## src/rtl/imem_loader_if.sv

```systemverilog
// Byte-stream handshake and instruction-memory write bus between a program
// source and the imem_loader.
interface imem_loader_if #(
    parameter int ADDR_W = 8
);
    logic              byte_valid;
    logic [7:0]        byte_data;
    logic              byte_ready;
    logic              imem_we;
    logic [ADDR_W-1:0] imem_addr;
    logic [31:0]       imem_wdata;

    // master is the byte source that also watches memory writes; slave is the loader
    modport master (
        output byte_valid,
        output byte_data,
        input  byte_ready,
        input  imem_we,
        input  imem_addr,
        input  imem_wdata
    );

    modport slave (
        input  byte_valid,
        input  byte_data,
        output byte_ready,
        output imem_we,
        output imem_addr,
        output imem_wdata
    );
endinterface

```

## src/rtl/imem_loader.sv

```systemverilog
// Loads a big-endian byte stream into instruction memory as 32-bit words,
// holding the processor in reset until the last word has been written.
module imem_loader #(
    parameter int ADDR_W = 8
) (
    input  logic            clk,
    input  logic            rst,
    input  logic            start,
    input  logic [ADDR_W:0] load_len,
    imem_loader_if.slave    bus,
    output logic            cpu_rst,
    output logic            busy,
    output logic            done,
    output logic            err
);

    localparam logic [1:0] ST_IDLE  = 2'd0;
    localparam logic [1:0] ST_LOAD  = 2'd1;
    localparam logic [1:0] ST_WRITE = 2'd2;
    localparam logic [1:0] ST_DONE  = 2'd3;

    localparam int unsigned     DEPTH_I = 1 << ADDR_W;
    localparam logic [ADDR_W:0] DEPTH   = DEPTH_I[ADDR_W:0];

    logic [1:0]        state_q,    state_d;
    logic [ADDR_W:0]   len_q,      len_d;
    logic [ADDR_W:0]   word_cnt_q, word_cnt_d;
    logic [1:0]        byte_cnt_q, byte_cnt_d;
    logic [31:0]       shift_q,    shift_d;
    logic [ADDR_W-1:0] addr_q,     addr_d;
    logic [31:0]       wdata_q,    wdata_d;
    logic              err_q,      err_d;
    logic [ADDR_W:0]   word_next;
    logic [31:0]       word_full;

    assign word_next = word_cnt_q + 1'b1;
    assign word_full = {shift_q[23:0], bus.byte_data};

    always_comb begin
        state_d    = state_q;
        len_d      = len_q;
        word_cnt_d = word_cnt_q;
        byte_cnt_d = byte_cnt_q;
        shift_d    = shift_q;
        addr_d     = addr_q;
        wdata_d    = wdata_q;
        err_d      = 1'b0;

        case (state_q)
            ST_IDLE, ST_DONE: begin
                // A rejected start leaves the state untouched, so DONE stays DONE
                if (start) begin
                    if (load_len == '0) begin
                        state_d = ST_DONE;
                    end else if (load_len > DEPTH) begin
                        err_d = 1'b1;
                    end else begin
                        len_d      = load_len;
                        word_cnt_d = '0;
                        byte_cnt_d = '0;
                        state_d    = ST_LOAD;
                    end
                end
            end
            ST_LOAD: begin
                if (bus.byte_valid) begin
                    shift_d    = word_full;
                    byte_cnt_d = byte_cnt_q + 2'd1;
                    if (byte_cnt_q == 2'd3) begin
                        addr_d  = word_cnt_q[ADDR_W-1:0];
                        wdata_d = word_full;
                        state_d = ST_WRITE;
                    end
                end
            end
            ST_WRITE: begin
                word_cnt_d = word_next;
                byte_cnt_d = '0;
                state_d    = (word_next == len_q) ? ST_DONE : ST_LOAD;
            end
            default: begin
                state_d = ST_IDLE;
            end
        endcase
    end

    always_ff @(posedge clk) begin
        if (rst) begin
            state_q    <= ST_IDLE;
            len_q      <= '0;
            word_cnt_q <= '0;
            byte_cnt_q <= '0;
            shift_q    <= '0;
            addr_q     <= '0;
            wdata_q    <= '0;
            err_q      <= 1'b0;
        end else begin
            state_q    <= state_d;
            len_q      <= len_d;
            word_cnt_q <= word_cnt_d;
            byte_cnt_q <= byte_cnt_d;
            shift_q    <= shift_d;
            addr_q     <= addr_d;
            wdata_q    <= wdata_d;
            err_q      <= err_d;
        end
    end

    // Every output comes from the state register or a flop; no input reaches an output
    assign bus.byte_ready = (state_q == ST_LOAD);
    assign bus.imem_we    = (state_q == ST_WRITE);
    assign bus.imem_addr  = addr_q;
    assign bus.imem_wdata = wdata_q;
    assign cpu_rst        = (state_q != ST_DONE);
    assign busy           = (state_q == ST_LOAD) || (state_q == ST_WRITE);
    assign done           = (state_q == ST_DONE);
    assign err            = err_q;

endmodule

```

## src/flat_wrapper.sv

```systemverilog
// flat-port wrapper written by rule: the top's interface ports become plain ports
module imem_loader_flat 
#(
    parameter int ADDR_W = 8
)
  (clk, rst, start, load_len, cpu_rst, busy, done, err, bus_byte_valid, bus_byte_data, bus_byte_ready, bus_imem_we, bus_imem_addr, bus_imem_wdata);
  imem_loader_if #(.ADDR_W(ADDR_W)) bus_i ();
  input  logic clk;
  input  logic rst;
  input  logic start;
  input  logic [ADDR_W:0] load_len;
  output logic cpu_rst;
  output logic busy;
  output logic done;
  output logic err;
  input wire logic [$bits(bus_i.byte_valid)-1:0] bus_byte_valid;
  input wire logic [$bits(bus_i.byte_data)-1:0] bus_byte_data;
  output wire logic [$bits(bus_i.byte_ready)-1:0] bus_byte_ready;
  output wire logic [$bits(bus_i.imem_we)-1:0] bus_imem_we;
  output wire logic [$bits(bus_i.imem_addr)-1:0] bus_imem_addr;
  output wire logic [$bits(bus_i.imem_wdata)-1:0] bus_imem_wdata;
  assign bus_i.byte_valid = bus_byte_valid;
  assign bus_i.byte_data = bus_byte_data;
  assign bus_byte_ready = bus_i.byte_ready;
  assign bus_imem_we = bus_i.imem_we;
  assign bus_imem_addr = bus_i.imem_addr;
  assign bus_imem_wdata = bus_i.imem_wdata;
  imem_loader #(.ADDR_W(ADDR_W)) u_core (.clk(clk), .rst(rst), .start(start), .load_len(load_len), .bus(bus_i), .cpu_rst(cpu_rst), .busy(busy), .done(done), .err(err));
endmodule
```

## config.mk

```make
export PLATFORM = sky130hd
export DESIGN_NAME = imem_loader_flat
export DESIGN_NICKNAME = d
export VERILOG_FILES = /design/src/rtl/imem_loader_if.sv /design/src/rtl/imem_loader.sv /design/src/flat_wrapper.sv
export SDC_FILE = /design/constraint.sdc
export NUM_CORES = 1
export LEC_CHECK = 0
export CORE_MARGIN = 2
export CORE_UTILIZATION = 52
export CTS_CLUSTER_DIAMETER = 30
export CTS_CLUSTER_SIZE = 28
export DETAILED_ROUTE_END_ITERATION = 10
export HOLD_SLACK_MARGIN = 0.02
export PLACE_DENSITY = 0.8
export SLEW_MARGIN = 20
export SYNTH_ARGS = -nofsm -noshare
export SYNTH_HDL_FRONTEND = slang
export SYNTH_SLANG_ARGS = --single-unit
```

## constraint.sdc

```tcl
create_clock -name clk -period 2.1 [get_ports clk]
set_input_delay 0.42 -clock clk [delete_from_list [all_inputs] [get_ports clk]]
set_output_delay 0.42 -clock clk [all_outputs]
set_load 0.01 [all_outputs]
```

==> Flow_metrics.wiki, run 1 <==
{| class="wikitable"
! Metric !! Value
|-
| Result of the run || finished, final reports clean
|-
| Period Utilization, post-route || 0.952
|-
| Clock insertion delay at the later pin of the skew report || 0.36 ns
|-
| Remaining design rule violation count || 0
|-
| Switching pwr || 1.28 mW
|-
| Final weighted congestion of routability-driven global placement || 0.854
|-
| Final critical path time including I/O delays and setup || 2.00 ns
|-
| Synthesized flop and latch total || 87
|-
| Type of the worst min-delay path || input pin to register
|-
| Total via count after detailed routing || 3,236
|-
| Die Footprint || 7510 sq um
|-
| Final standard cell area without fillers || 4600 sq um
|-
| Number of antenna violations at the first check in global routing || 0
|-
| Total buffers and inverters traversed by the critical path || 2
|-
| Clock network fraction of total power || 0.269
|-
| TritonCTS clock tree || built
|-
| Maximum frequency from static timing analysis || 500 MHz
|-
| Proportion of total power due to net switching || 0.327
|-
| Count of hold buffers inserted by post-cts repair || 0
|-
| Library cell with the highest instance count after synthesis || sky130_fd_sc_hd__nand2_1
|-
| Post-route insts no fill || 605
|-
| Share of total power in sequential cells || 0.462
|-
| Die width || 86.6 um
|-
| Post-synth top cells || 156 x sky130_fd_sc_hd__nand2_1, 87 x sky130_fd_sc_hd__dfxtp_1, 84 x sky130_fd_sc_hd__a21oi_1, 22 x sky130_fd_sc_hd__clkbuf_1, 11 x sky130_fd_sc_hd__nor2_1
|-
| Startpoint type of the worst setup path || register
|-
| Endpoint with the worst hold slack || u_core.len_q[3]
|-
| Area share of the largest cell type after synthesis || 0.490
|-
| Library cell used as clock root buffer || sky130_fd_sc_hd__clkbuf_8
|-
| Total clock buffers created by CTS || 9
|-
| WS Path Type || register to output port
|-
| Number of H-tree branching levels || 3
|-
| Antenna fix cells || 0
|-
| Netlist cell types || 42
|-
| Setup repair after global routing missed its margin || false
|-
| Mean cell area of the mapped netlist || 7.82 sq um
|-
| First-pass GRT wire length || 13,800 um
|-
| Vias in the first global route || 2,963
|-
| Synth Cell Area || 3550 sq um
|-
| Yosys top cell by area || sky130_fd_sc_hd__dfxtp_1
|-
| Power Density || 853 nW/um^2
|-
| Logic depth of the worst path, buffers included || 3
|-
| Number of I/O pins || 67
|-
| DP Worst Slack || -0.409 ns
|-
| Max-cap violation count || 0
|-
| Instance area at placement || 4330 sq um
|-
| Ratio of routed vias to standard cells || 5.35
|-
| Cells traversed along the worst timing path || inv_1, ha_4, clkdlybuf4s50_1
|-
| Main synth FF type || sky130_fd_sc_hd__dfxtp_1
|-
| Final Max Slew Viols || 0
|-
| Required time at the worst-slack endpoint || 1.68 ns
|-
| Post-route worst setup slack || 0.101 ns
|-
| Critical register-to-register path endpoint || u_core.word_cnt_q[6]
|-
| Global-route congestion overflow total || 0
|-
| Simple-gate share of the synthesized area || 0.246
|-
| Synth Area in Compound Gates || 0.163
|-
| Internal power || 2.64 mW
|-
| Yosys synthesis warning count || 0
|-
| Height of the die || 86.6 um
|-
| Main combinational cell family by area after synthesis || simple AND/OR/NAND/NOR gates
|-
| Endpoints failing setup || 0
|-
| DRT antenna net count || 0
|-
| Count of standard-cell rows || 30
|-
| Worst slew pin tran || 0.520 ns
|-
| Number of optimization iterations in the first detailed-route pass || 4
|-
| Post-synth net total || 483
|-
| Synthesized-area fraction occupied by xor and xnor cells || 0.0271
|-
| Arithmetic-cell share of the synthesized area counting full adders, half adders and majority gates || 0.0282
|-
| Origin of the worst min-delay path || load_len[3]
|-
| Filler Cells Inserted || 539
|-
| Sequential-to-total area share from yosys stat || 0.490
|-
| Total of buffers placed on input and output ports || 66
|-
| First-iteration detailed-routing DRC count || 217
|-
| Hold-critical path depth || 3
|-
| Highest-delay cell along the critical path || sky130_fd_sc_hd__clkdlybuf4s50_1
|-
| Maximum fanout along the worst path || 9
|-
| Final cell utilization of the core || 0.688
|-
| Max clock buf depth || 2
|-
| Total power || 3.92 mW
|-
| Area of the core || 6680 sq um
|-
| Launching point of the worst reg2reg path || u_core.word_cnt_q[1]
|-
| Sort of element at the end of the critical path || output port
|-
| Maximum number of pins on one net before global-route repair || 40
|-
| Category of cells accounting for the largest share of critical-path delay || buffers and inverters
|-
| Maximum resistive drop on vdd || 0.513 mV
|-
| Area of the multi-input gates || 1710 sq um
|-
| Flop2flop setup slack || 0.34 ns
|-
| Logic gate share of total power || 0.269
|-
| Share of synthesized area spent on multiplexers || 0.00317
|-
| Clock slew at reported path FFs || 0.08 ns
|-
| WL final || 8200 um
|-
| Remaining max-slew budget at the tightest pin || 0.653
|-
| Top post-synthesis cells by area || sky130_fd_sc_hd__dfxtp_1 49%, sky130_fd_sc_hd__nand2_1 16%, sky130_fd_sc_hd__a21oi_1 12%, sky130_fd_sc_hd__ha_1 2.8%, sky130_fd_sc_hd__clkbuf_1 2.3%
|-
| Launch point of the critical path || u_core.state_q[1]
|-
| Average wire length per cell after detail routing || 13.5 um
|-
| DP HPWL || 5760 um
|-
| Final Hold Fails || 0
|-
| Count of flip-flops with a built-in enable after synthesis || 0
|-
| Skew final || 0.00787 ns
|-
| Total routing resource utilization after global routing || 0.229
|-
| Effective utilization at floorplan || 0.531
|-
| Storage cell area || 1750 sq um
|-
| Worst Path Arrival || 1.58 ns
|-
| Total instance count after detailed placement || 588
|-
| Worst r2r path cells || 6
|-
| Proportion of register bits with asynchronous set or reset after synthesis || 0
|-
| Number of clock sinks || 87
|-
| Fraction of layout instances using a drive strength above 1 || 0.0990
|-
| Post-Route Setup TNS || 0 ns
|-
| Worst hold slack || 0.356 ns
|-
| Post-synthesis instance total || 454
|-
| Leakage Power || 1.66 nW
|-
| Area added between synthesis and finish || 29.4%
|-
| Number of nets in the finished design || 549
|-
| Maximum cell stage delay along the critical path || 0.55 ns
|}
-- worst max path at each step --
stage	end	slack, ns
global placement	u_core.byte_cnt_q[0]	-0.36
CTS	u_core.byte_cnt_q[0]	0.006
global route	busy	0.03
floorplan	u_core.byte_cnt_q[0]	0.13
finish	bus_byte_ready	0.10
detailed placement	u_core.byte_cnt_q[0]	-0.41
-- worst reg2reg max path, stage by stage, from the launching register on --
cell and delay, ns:
sky130_fd_sc_hd__dfxtp_1 0.41, sky130_fd_sc_hd__ha_1 0.31, sky130_fd_sc_hd__and3_1 0.27, sky130_fd_sc_hd__nand3_1 0.21, sky130_fd_sc_hd__a21o_1 0.26, sky130_fd_sc_hd__a21oi_2 0.13
sky130_fd_sc_hd__nor2_1 0.05
-- repair_timing --
item / CTS / global route
resized for setup: 7 / 15
endpoints found under the setup margin: 7 / 14
pin swaps: 3 / 8
setup buffers: 0 / 1
-- state kept, by name, indices dropped and copies added (netlist names) --
name                   cells
u_core.byte_cnt_q          2
u_core.bus.imem_wdata     32
u_core.shift_q            24
u_core.len_q               9
u_core.err                 1
u_core.word_cnt_q          9
u_core.state_q             2
u_core.bus.imem_addr       8
-- cells by family after synthesis --
family,Yosys count
flops,87
xor+xnor,11
mux,1
simple gates,204
fa+ha+maj,8
compound gates,106
buf+inv,37
-- power by group through the flow --
stage               clock, mW  combinational, mW  sequential (mW)
floorplan                   0              0.644             1.82
global placement            0              0.969             1.83
detailed placement          0               1.01             1.84
CTS                      1.07               1.04             1.80
global route             1.14               1.17             1.83
finish                   1.05               1.05             1.81
-- area by class of cell --
cell class | count | area share
Clock buffer | 9 | 0.0270
Clock inverter | 7 | 0.0123
Inverter | 7 | 0.00572
Multi-Input combinational cell | 330 | 0.371
Sequential cell | 87 | 0.380
Tap cell | 80 | 0.0218
Timing Repair Buffer | 85 | 0.182
-- cell usage in the layout, fill, tap and decap left out, drive strengths merged, types with 2 or more instances in the layout --
master / instances
nor2: 12
nor4: 2
ha: 8
or3b: 3
xor2: 4
o21ai: 8
clkdlybuf4s50: 56
nand2: 157
buf: 20
clkinv: 4
clkbuf: 9
o221ai: 2
nor2b: 4
nand3: 5
nand4: 2
dfxtp: 87
dlymetal6s2s: 8
and3: 4
a211oi: 2
a21oi: 86
a21o: 4
and2: 3
xnor2: 7
inv: 9
nor3: 5
-- metal layers --
metal / GRT usage / vias up / share of wire
li1: - / 1642 / -
met1: 0.315 / 1502 / 0.45
met2: 0.353 / 78 / 0.47
met3: 0.0400 / 14 / 0.050
met4: 0.104 / 0 / 0.025
met5: 0 / - / 0
(Power assumes the default switching activity.)
==> inputs of run 2 (changes only) <==
CORE_MARGIN = 5   (was 2)
CTS_CLUSTER_DIAMETER = unset   (was 30)
SLEW_MARGIN = unset   (was 20)
==> Flow_metrics.wiki, run 2 (synthesized netlist as in run 1, its figures left out) <==
{| class="wikitable"
! Metric !! Value
|-
| Final critical path time including I/O delays and setup || 1.99 ns (-0.00537 ns)
|-
| Total instance count after detailed placement || 586 (-0.34%)
|-
| WL final || 8130 um (-0.84%)
|-
| Effective utilization at floorplan || 0.528 (-0.00297)
|-
| Library cell used as clock root buffer || sky130_fd_sc_hd__clkbuf_8
|-
| Number of nets in the finished design || 546 (-0.55%)
|-
| Fraction of layout instances using a drive strength above 1 || 0.0958 (-0.00326)
|-
| Instance area at placement || 4340 sq um (+0.23%)
|-
| Number of optimization iterations in the first detailed-route pass || 4 (unchanged)
|-
| Die width || 92.6 um (+6.9%)
|-
| Number of clock sinks || 87 (unchanged)
|-
| Flip-flop count of the largest register, all copies and words added || 32 (unchanged)
|-
| Final Hold Fails || 0 (unchanged)
|-
| Total clock buffers created by CTS || 9 (unchanged)
|-
| Flop2flop setup slack || 0.31 ns (-0.03 ns)
|-
| First-iteration detailed-routing DRC count || 188 (-13%)
|-
| Hold-critical path depth || 3 (unchanged)
|-
| Startpoint type of the worst setup path || register
|-
| Ratio of routed vias to standard cells || 5.39 (+0.68%)
|-
| Skew final || 0.0119 ns (+0.00400 ns)
|-
| Post-route insts no fill || 602 (-0.50%)
|-
| Filler Cells Inserted || 539 (unchanged)
|-
| DRT antenna net count || 0 (unchanged)
|-
| Height of the die || 92.6 um (+6.9%)
|-
| Clock insertion delay at the later pin of the skew report || 0.35 ns (about the same)
|-
| Total of buffers placed on input and output ports || 66 (unchanged)
|-
| WS Path Type || register to output port
|-
| TritonCTS clock tree || built
|-
| Clock slew at reported path FFs || 0.08 ns (about the same)
|-
| Global-route congestion overflow total || 0 (unchanged)
|-
| Final weighted congestion of routability-driven global placement || 0.853 (-0.11%)
|-
| Critical register-to-register path endpoint || u_core.word_cnt_q[5]
|-
| Final Max Slew Viols || 0 (unchanged)
|-
| Area of the core || 6720 sq um (+0.56%)
|-
| Final standard cell area without fillers || 4610 sq um (+0.22%)
|-
| Remaining max-slew budget at the tightest pin || 0.700 (+0.0466)
|-
| Worst Path Arrival || 1.57 ns (about the same)
|-
| Origin of the worst min-delay path || load_len[3]
|-
| Remaining design rule violation count || 0 (unchanged)
|-
| Maximum frequency from static timing analysis || 502 MHz (+0.27%)
|-
| Setup repair after global routing missed its margin || false
|-
| Average wire length per cell after detail routing || 13.5 um (-0.35%)
|-
| Vias in the first global route || 2,990 (+0.91%)
|-
| Maximum resistive drop on vdd || 0.464 mV (-9.6%)
|-
| First-pass GRT wire length || 13,800 um (unchanged)
|-
| Total via count after detailed routing || 3,242 (+0.19%)
|-
| Number of H-tree branching levels || 3 (unchanged)
|-
| Worst r2r path cells || 8 (+2)
|-
| Worst slew pin tran || 0.451 ns (-0.0699 ns)
|-
| Maximum number of pins on one net before global-route repair || 41 (+2.5%)
|-
| Required time at the worst-slack endpoint || 1.68 ns (about the same)
|-
| Max clock buf depth || 2 (unchanged)
|-
| Area added between synthesis and finish || 29.7%
|-
| Count of hold buffers inserted by post-cts repair || 0 (unchanged)
|-
| Result of the run || finished, final reports clean
|-
| Endpoint with the worst hold slack || u_core.len_q[3]
|-
| Number of I/O pins || 67 (unchanged)
|-
| Launching point of the worst reg2reg path || u_core.state_q[0]
|-
| Maximum fanout along the worst path || 9 (unchanged)
|-
| Highest-count cells in the layout ignoring fill and taps || 156 x sky130_fd_sc_hd__nand2_1, 86 x sky130_fd_sc_hd__dfxtp_1, 82 x sky130_fd_sc_hd__a21oi_1, 56 x sky130_fd_sc_hd__clkdlybuf4s50_1, 13 x sky130_fd_sc_hd__buf_4
|-
| Leakage Power || 1.66 nW (about the same)
|-
| DP HPWL || 5690 um (-1.3%)
|-
| Die Footprint || 8580 sq um (+14%)
|-
| Max-cap violation count || 0 (unchanged)
|-
| Period Utilization, post-route || 0.949 (-0.00256)
|-
| Count of standard-cell rows || 30 (unchanged)
|-
| Antenna fix cells || 0 (unchanged)
|-
| Sort of element at the end of the critical path || output port
|-
| Number of antenna violations at the first check in global routing || 0 (unchanged)
|-
| Endpoints failing setup || 0 (unchanged)
|-
| Total routing resource utilization after global routing || 0.194 (-0.0356)
|-
| Power Density || 861 nW/um^2 (+0.92%)
|-
| Type of the worst min-delay path || input pin to register
|-
| Most frequent standard cell in the layout excluding fill and tap cells || sky130_fd_sc_hd__nand2_1
|}
run 2: cell count changes in the layout (fill, tap and decap cells not counted), moves of 2 or more:
cell and delta:
sky130_fd_sc_hd__buf_6 -2, sky130_fd_sc_hd__clkinv_4 -2, sky130_fd_sc_hd__buf_4 -3, sky130_fd_sc_hd__buf_12 +2
run 2: layer usage:
metal / GRT usage / part of all wire / up-vias
met5: 0 / 0 / -
met4: 0.0598 / 0.0078 / 0
met3: 0.0431 / 0.058 / 8
met2: 0.321 / 0.48 / 89
met1: 0.253 / 0.45 / 1518
li1: - / - / 1627
run 2: through the flow:
| step | util | hold WS (ns) | power [mW] | setup slack, ns | setup TNS, ns |
|---|---|---|---|---|---|
| 5_1_grt | 0.685 | 0.355 | 4.17 | 0.0226 | 0 |
| 6_report | 0.685 | 0.344 | 3.97 | 0.107 | 0 |
| 3_5_place_dp | 0.646 | 0.447 | 2.84 | -0.414 | -4.83 |
| 2_1_floorplan | - | 0.432 | 2.47 | 0.131 | 0 |
| 3_3_place_gp | 0.646 | 0.441 | 2.80 | -0.351 | -3.59 |
| 4_1_cts | 0.676 | 0.459 | 3.93 | -0.0112 | -0.0112 |
run 2: area by class of cell:
type                    count  area, sq um  area share
clock buffers              10          138      0.0299
clock inverters             6         52.6      0.0114
inverters                   7         26.3     0.00570
multi-input cells         330         1710       0.372
flip-flops and latches     87         1740       0.378
well taps                  80          100      0.0217
repair buffers             82          832       0.181
run 2: how the worst max path moves through the flow:
stage	startpoint	slack, ns	end	cells after the start
after global routing	u_core.state_q[1]	0.02	bus_byte_ready	3
after floorplan	load_len[1]	0.13	u_core.byte_cnt_q[0]	8
final	u_core.state_q[1]	0.11	bus_byte_ready	3
after detailed placement	load_len[5]	-0.41	u_core.word_cnt_q[7]	10
after global placement	load_len[1]	-0.35	u_core.byte_cnt_q[0]	9
after CTS	load_len[6]	-0.01	u_core.byte_cnt_q[0]	9
run 2: power breakdown:
part / switching (mW) / total, mW / internal (mW)
registers: 0.0824 / 1.81 / 1.73
clock network: 0.607 / 1.09 / 0.480
logic: 0.603 / 1.06 / 0.461
run 2: worst max-delay path: stages, from the launching register on:
cell and delay, ns:
sky130_fd_sc_hd__dfxtp_1 0.36, sky130_fd_sc_hd__inv_1 0.13, sky130_fd_sc_hd__ha_4 0.19, sky130_fd_sc_hd__clkdlybuf4s50_1 0.55
run 2: timing repair:
action,4_1_cts,5_1_grt
gates resized for setup,5,16
gates cloned,0,0
hold endpoints to repair,0,0
endpoints found under the setup margin,9,13
pin swaps,3,6
setup buffers,0,0
==> inputs of run 3 (changes only) <==
CTS_CLUSTER_DIAMETER = 80   (was unset)
CTS_CLUSTER_SIZE = unset   (was 28)
==> results of run 3 <==
The final DEF is identical to that of run 2; final timing and power are the same.
